==> config.mk <==
export PLATFORM = sky130hd
export DESIGN_NAME = bcd_updown_counter_n
export DESIGN_NICKNAME = d
export VERILOG_FILES = /design/src/rtl/bcd_updown_counter_n.sv
export SDC_FILE = /design/constraint.sdc
export NUM_CORES = 1
export LEC_CHECK = 0
export BUFFER_PORTS_ARGS = -buffer_cell sky130_fd_sc_hd__buf_2
export CORE_UTILIZATION = 52
export CTS_CLUSTER_DIAMETER = 50
export DETAILED_ROUTE_END_ITERATION = 10
export PLACE_DENSITY_LB_ADDON = 0.2
export SYNTH_ARGS = -nofsm -noshare
export SYNTH_HDL_FRONTEND = slang
export SYNTH_SLANG_ARGS = --single-unit
==> constraint.sdc <==
create_clock -name clk -period 6.4 [get_ports clk]
set_clock_uncertainty 0.2 [all_clocks]
set_input_delay 1.28 -clock clk [delete_from_list [all_inputs] [get_ports clk]]
set_output_delay 1.28 -clock clk [all_outputs]
set_load 0.005 [all_outputs]
==> src/rtl/bcd_updown_counter_n.sv <==
// NDIG-digit BCD up/down counter for seven-segment display paths.
// Synchronous clear and load (digits above 9 are clamped to 9 and flagged),
// wrap or saturate at the terminal count, a combinational terminal-count flag,
// and registered overflow pulse / sticky overflow flags.
// Digit i occupies bits [4i+3:4i]; digit 0 is the least significant.
module bcd_updown_counter_n #(
   parameter int unsigned NDIG = 3,
   parameter bit          WRAP = 1'b1
) (
   input  logic              clk,
   input  logic              rst,
   input  logic              en,
   input  logic              up,
   input  logic              clr,
   input  logic              load,
   input  logic [4*NDIG-1:0] load_val,
   output logic [4*NDIG-1:0] count,
   output logic              tc,
   output logic              ovf,
   output logic              ovf_stk,
   output logic              load_err
);

   localparam int unsigned W = 4 * NDIG;

   logic [W-1:0]    count_q, count_d;
   logic            ovf_q, ovf_d;
   logic            stk_q, stk_d;
   logic            lerr_q, lerr_d;

   logic [NDIG-1:0] is9, is0;
   logic            all9, all0;
   logic [W-1:0]    step_val;
   logic [W-1:0]    clamp_val;
   logic            any_bad;

   // Per-digit terminal flags feeding the carry/borrow chain and tc.
   always_comb begin
      is9 = '0;
      is0 = '0;
      for (int unsigned i = 0; i < NDIG; i++) begin
         is9[i] = (count_q[4*i +: 4] == 4'd9);
         is0[i] = (count_q[4*i +: 4] == 4'd0);
      end
      all9 = &is9;
      all0 = &is0;
      tc   = up ? all9 : all0;
   end

   // One BCD step in the requested direction; at the terminal this wraps naturally.
   always_comb begin
      logic [3:0] dig;
      logic       carry;
      step_val = count_q;
      for (int unsigned i = 0; i < NDIG; i++) begin
         dig   = count_q[4*i +: 4];
         carry = 1'b1;
         for (int unsigned j = 0; j < i; j++) begin
            carry = carry & (up ? is9[j] : is0[j]);
         end
         if (carry) begin
            if (up) step_val[4*i +: 4] = (dig >= 4'd9) ? 4'd0 : dig + 4'd1;
            else    step_val[4*i +: 4] = (dig == 4'd0) ? 4'd9 : dig - 4'd1;
         end
      end
   end

   // Load data with every out-of-range digit replaced by 9.
   always_comb begin
      clamp_val = load_val;
      any_bad   = 1'b0;
      for (int unsigned i = 0; i < NDIG; i++) begin
         if (load_val[4*i +: 4] > 4'd9) begin
            clamp_val[4*i +: 4] = 4'd9;
            any_bad             = 1'b1;
         end
      end
   end

   // Next-state selection with priority clr > load > en.
   always_comb begin
      count_d = count_q;
      ovf_d   = 1'b0;
      stk_d   = stk_q;
      lerr_d  = 1'b0;
      if (clr) begin
         count_d = '0;
         stk_d   = 1'b0;
      end else if (load) begin
         count_d = clamp_val;
         lerr_d  = any_bad;
         stk_d   = 1'b0;
      end else if (en) begin
         if (tc) begin
            ovf_d = 1'b1;
            stk_d = 1'b1;
         end
         // Saturating build holds at the terminal; otherwise the step wraps.
         if (!tc || WRAP) count_d = step_val;
      end
   end

   // State registers with asynchronous reset.
   always_ff @(posedge clk or posedge rst) begin
      if (rst) begin
         count_q <= '0;
         ovf_q   <= 1'b0;
         stk_q   <= 1'b0;
         lerr_q  <= 1'b0;
      end else begin
         count_q <= count_d;
         ovf_q   <= ovf_d;
         stk_q   <= stk_d;
         lerr_q  <= lerr_d;
      end
   end

   assign count    = count_q;
   assign ovf      = ovf_q;
   assign ovf_stk  = stk_q;
   assign load_err = lerr_q;

endmodule
==> flow_metrics.py <==
metrics = {
    "status": {
        "outcome": "complete, no violations",
    },
    "placement": {
        "dp_hpwl_um": 2755,
        "place_inst": 228,
        "place_ws_ps": 1978,
        "routabilityCongestion": 0.9186,
        "io_buffers": 33,
    },
    "synthesis": {
        "ys_seq_area_frac": 0.2705,
        "netlist_instances": 175,
        "yosysWarnings": 0,
        "syn_avg_cell_area_um2": 7.929,
        "synth_nets": 203,
        "synth-edff-count": 0,
        "syn_area_um2": 1388,
        "ys.flop_type": "dfrtp_1",
        "synthArstFlopShare": 1.000,
        "ys_ff_latch": 15,
        "ys_types": 46,
    },
    "worst_setup_path": {
        "worstPathArrival_ps": 2970,
        "required_ps": 4920,
        "crit_fanout": 23,
        "ff2ff_path_depth": 7,
        "crit_top_cell": "buf_2",
        "crit_path_start": "up",
        "worst_path_max_delay_cell": "or4_4",
        "r2r_start": "count[0]",
        "max_stage_delay_ps": 540,
        "rrSetupSlack_ps": 3700,
        "timing.rr.end": "count[8]",
        "crit_chain": "buf_2, or3b_1, or4_4, a211oi_4, buf_2",
        "crit_path_end": "tc",
        "endpoint_kind": "primary output",
        "crit_type": "in -> out",
        "worst_setup_path_start_kind": "input pin",
    },
    "min_path": {
        "holdPathStages": 2,
        "hold_path_class": "reg -> reg",
    },
    "pwr": {
        "seq_power_share": 0.442,
        "netSwitchingPower_mw": 0.09450,
        "p_sw_frac": 0.3669,
        "clkPwrFrac": 0.217,
        "vdd_drop_max_mv": 0.1062,
        "power.leakage_nw": 0.7308,
        "comb_power_share": 0.341,
        "power_density_nw_per_um2": 163.4,
        "p_int_mw": 0.1631,
    },
    "run": {
        "drv_cap": 0,
    },
    "floorplan": {
        "core_um2": 2500,
        "die_area_um2": 2879,
        "die_y_um": 53.66,
        "die_x_um": 53.66,
        "rows": 18,
        "io_pins": 34,
        "start_util": 0.5551,
    },
    "clocking": {
        "cts_tree": "done",
        "ctsHoldBuffers": 0,
        "ctsResizeCount": 0,
        "cts_buffers": 3,
        "cts_setup_buffers": 0,
        "clock_latency_ps": 280,
        "root_buffer": "clkbuf_4",
        "cts_sinks": 15,
        "clk_pin_slew_worst_paths_ps": 90,
        "cts_buffer_depth": 2,
        "htreeDepth": 1,
    },
    "routing": {
        "vias": 1487,
        "wl_per_cell_um": 16.20,
        "first_pass_iters": 5,
        "drt_wl_total_um": 3758,
        "postRouteAntennaNets": 0,
        "drcViolationCount": 0,
        "drt_iter0_drc": 68,
        "drt-vias-per-instance": 6.409,
    },
    "cells_and_area": {
        "area.growth.synth_to_final_pct": 13.62,
        "final_layout_size_suffix_gt1_frac": 0.2178,
        "layout_commonest_cell": "buf_2",
        "final_cell_mix": "buf_2, a21oi_1, nor2_1, dfrtp_1, inv_1",
        "fillers": 240,
        "fin_nets": 231,
        "instances_no_fill": 232,
        "n_antenna_cell": 0,
    },
    "timing": {
        "rsz0062_at_grt": "no",
        "period_needed_ps": 4446,
        "setup_viol": 0,
        "max_freq_ghz": 0.2249,
        "drv_slew": 0,
        "hold_violations": 0,
        "relSlewSlack": 0.5803,
        "setup_ws_ps": 1954,
        "worstMarginPinSlew_ps": 628.9,
        "fin_crit_sh": 0.6946,
        "setup-tns-final_ps": 0,
        "whs_ps": 329.8,
    },
    "global_route": {
        "grt_pass1_wl_um": 6127,
        "track_usage": 0.2920,
        "grt_pass1_vias": 1340,
        "grt_max_degree": 24,
        "grt_antenna_before_repair": 0,
        "grt_overflow": 0,
    },
}
## synthesized netlist by cell type (2+ instances only)
library cell | count | area [µm²]
dfrtp_1 | 15 | 375.4
or3_1 | 2 | 12.51
o21ai_1 | 2 | 10.01
and3_1 | 3 | 18.77
or2_2 | 3 | 18.77
ha_1 | 10 | 125.1
clkbuf_1 | 7 | 26.28
o31ai_1 | 4 | 30.03
nand3_1 | 6 | 30.03
nand2_1 | 5 | 18.77
nand2b_1 | 7 | 43.79
a311oi_1 | 3 | 26.28
nor4_1 | 2 | 12.51
a21oi_1 | 16 | 80.08
o21ai_0 | 11 | 55.05
o22ai_1 | 3 | 18.77
o21a_1 | 2 | 15.01
buf_2 | 2 | 10.01
a31oi_1 | 5 | 31.28
nor2_1 | 15 | 56.30
a211o_1 | 3 | 26.28
inv_1 | 14 | 52.55
a211oi_1 | 4 | 30.03
nor3_1 | 4 | 20.02
nor2b_1 | 3 | 18.77
nor3b_1 | 2 | 15.01
a22o_1 | 2 | 17.52
a311o_1 | 2 | 20.02
## sequential cells by signal, summed over array words and instances (netlist names)
| register | cells |
|---|---|
| ovf | 1 |
| count | 12 |
| ovf_stk | 1 |
| load_err | 1 |
## routing by layer
| layer | vias to the layer above | wire (µm) | share of wire | global-route usage |
|---|---|---|---|---|
| li1 | 702 | - | - | - |
| met1 | 713 | 1624 | 0.43 | 0.3948 |
| met2 | 64 | 1780 | 0.47 | 0.4833 |
| met3 | 8 | 286 | 0.076 | 0.03390 |
| met4 | 0 | 65 | 0.017 | 0.09211 |
| met5 | - | 0 | 0 | 0 |
## area by class of cell
| type | instances | area (µm²) | area share |
|---|---|---|---|
| Clock buffer | 4 | 26.28 | 0.01667 |
| Inverter | 14 | 52.55 | 0.03333 |
| Multi-Input combinational cell | 136 | 919.6 | 0.5833 |
| Sequential cell | 15 | 375.4 | 0.2381 |
| Tap cell | 30 | 37.54 | 0.02381 |
| Timing Repair Buffer | 33 | 165.2 | 0.1048 |
## per-stage QoR
stage | power, mW | area (µm²) | util
after floorplan | 0.1738 | 1388 | -
after global placement | 0.1973 | 1550 | 0.6201
after detailed placement | 0.2015 | 1550 | 0.6201
after CTS | 0.2561 | 1577 | 0.6306
after global routing | 0.2744 | 1577 | 0.6306
final | 0.2576 | 1577 | 0.6306
## worst min path at each step
stage	from	end	slack (ps)
4_1_cts	ovf_stk	ovf_stk	340
2_1_floorplan	ovf_stk	ovf_stk	290
6_report	ovf_stk	ovf_stk	330
3_3_place_gp	ovf_stk	ovf_stk	330
3_5_place_dp	ovf_stk	ovf_stk	310
5_1_grt	ovf_stk	ovf_stk	370
## kinds of logic (layout without fill, tap and decap cells)
logic type / after synthesis / after routing / synth area share
muxes: 2 / 2 / 0.02344
buffers and inverters: 24 / 51 / 0.06673
xor gates and xnor gates: 1 / 1 / 0.006313
and+or+nand+nor: 60 / 60 / 0.2363
AOI/OAI and AO/OA: 63 / 63 / 0.3066
DFF: 15 / 15 / 0.2705
adders and majority gates: 10 / 10 / 0.09017
## critical path: cells and delay by family
kind | cells | cell delay, ps
buffers and inverters | 2 | 390
and+or+nand+nor | 2 | 1000
AOI/OAI and AO/OA | 1 | 290
## power by group through the flow
| stage | clock, mW | combinational (mW) | sequential [mW] |
|---|---|---|---|
| after global placement | 0 | 0.0827 | 0.115 |
| after floorplan | 0 | 0.0641 | 0.110 |
| after detailed placement | 0 | 0.0860 | 0.115 |
| final | 0.0559 | 0.0878 | 0.114 |
| after global routing | 0.0612 | 0.0982 | 0.115 |
| after CTS | 0.0559 | 0.0867 | 0.114 |
No activity file was read; power rests on OpenSTA's default activity.
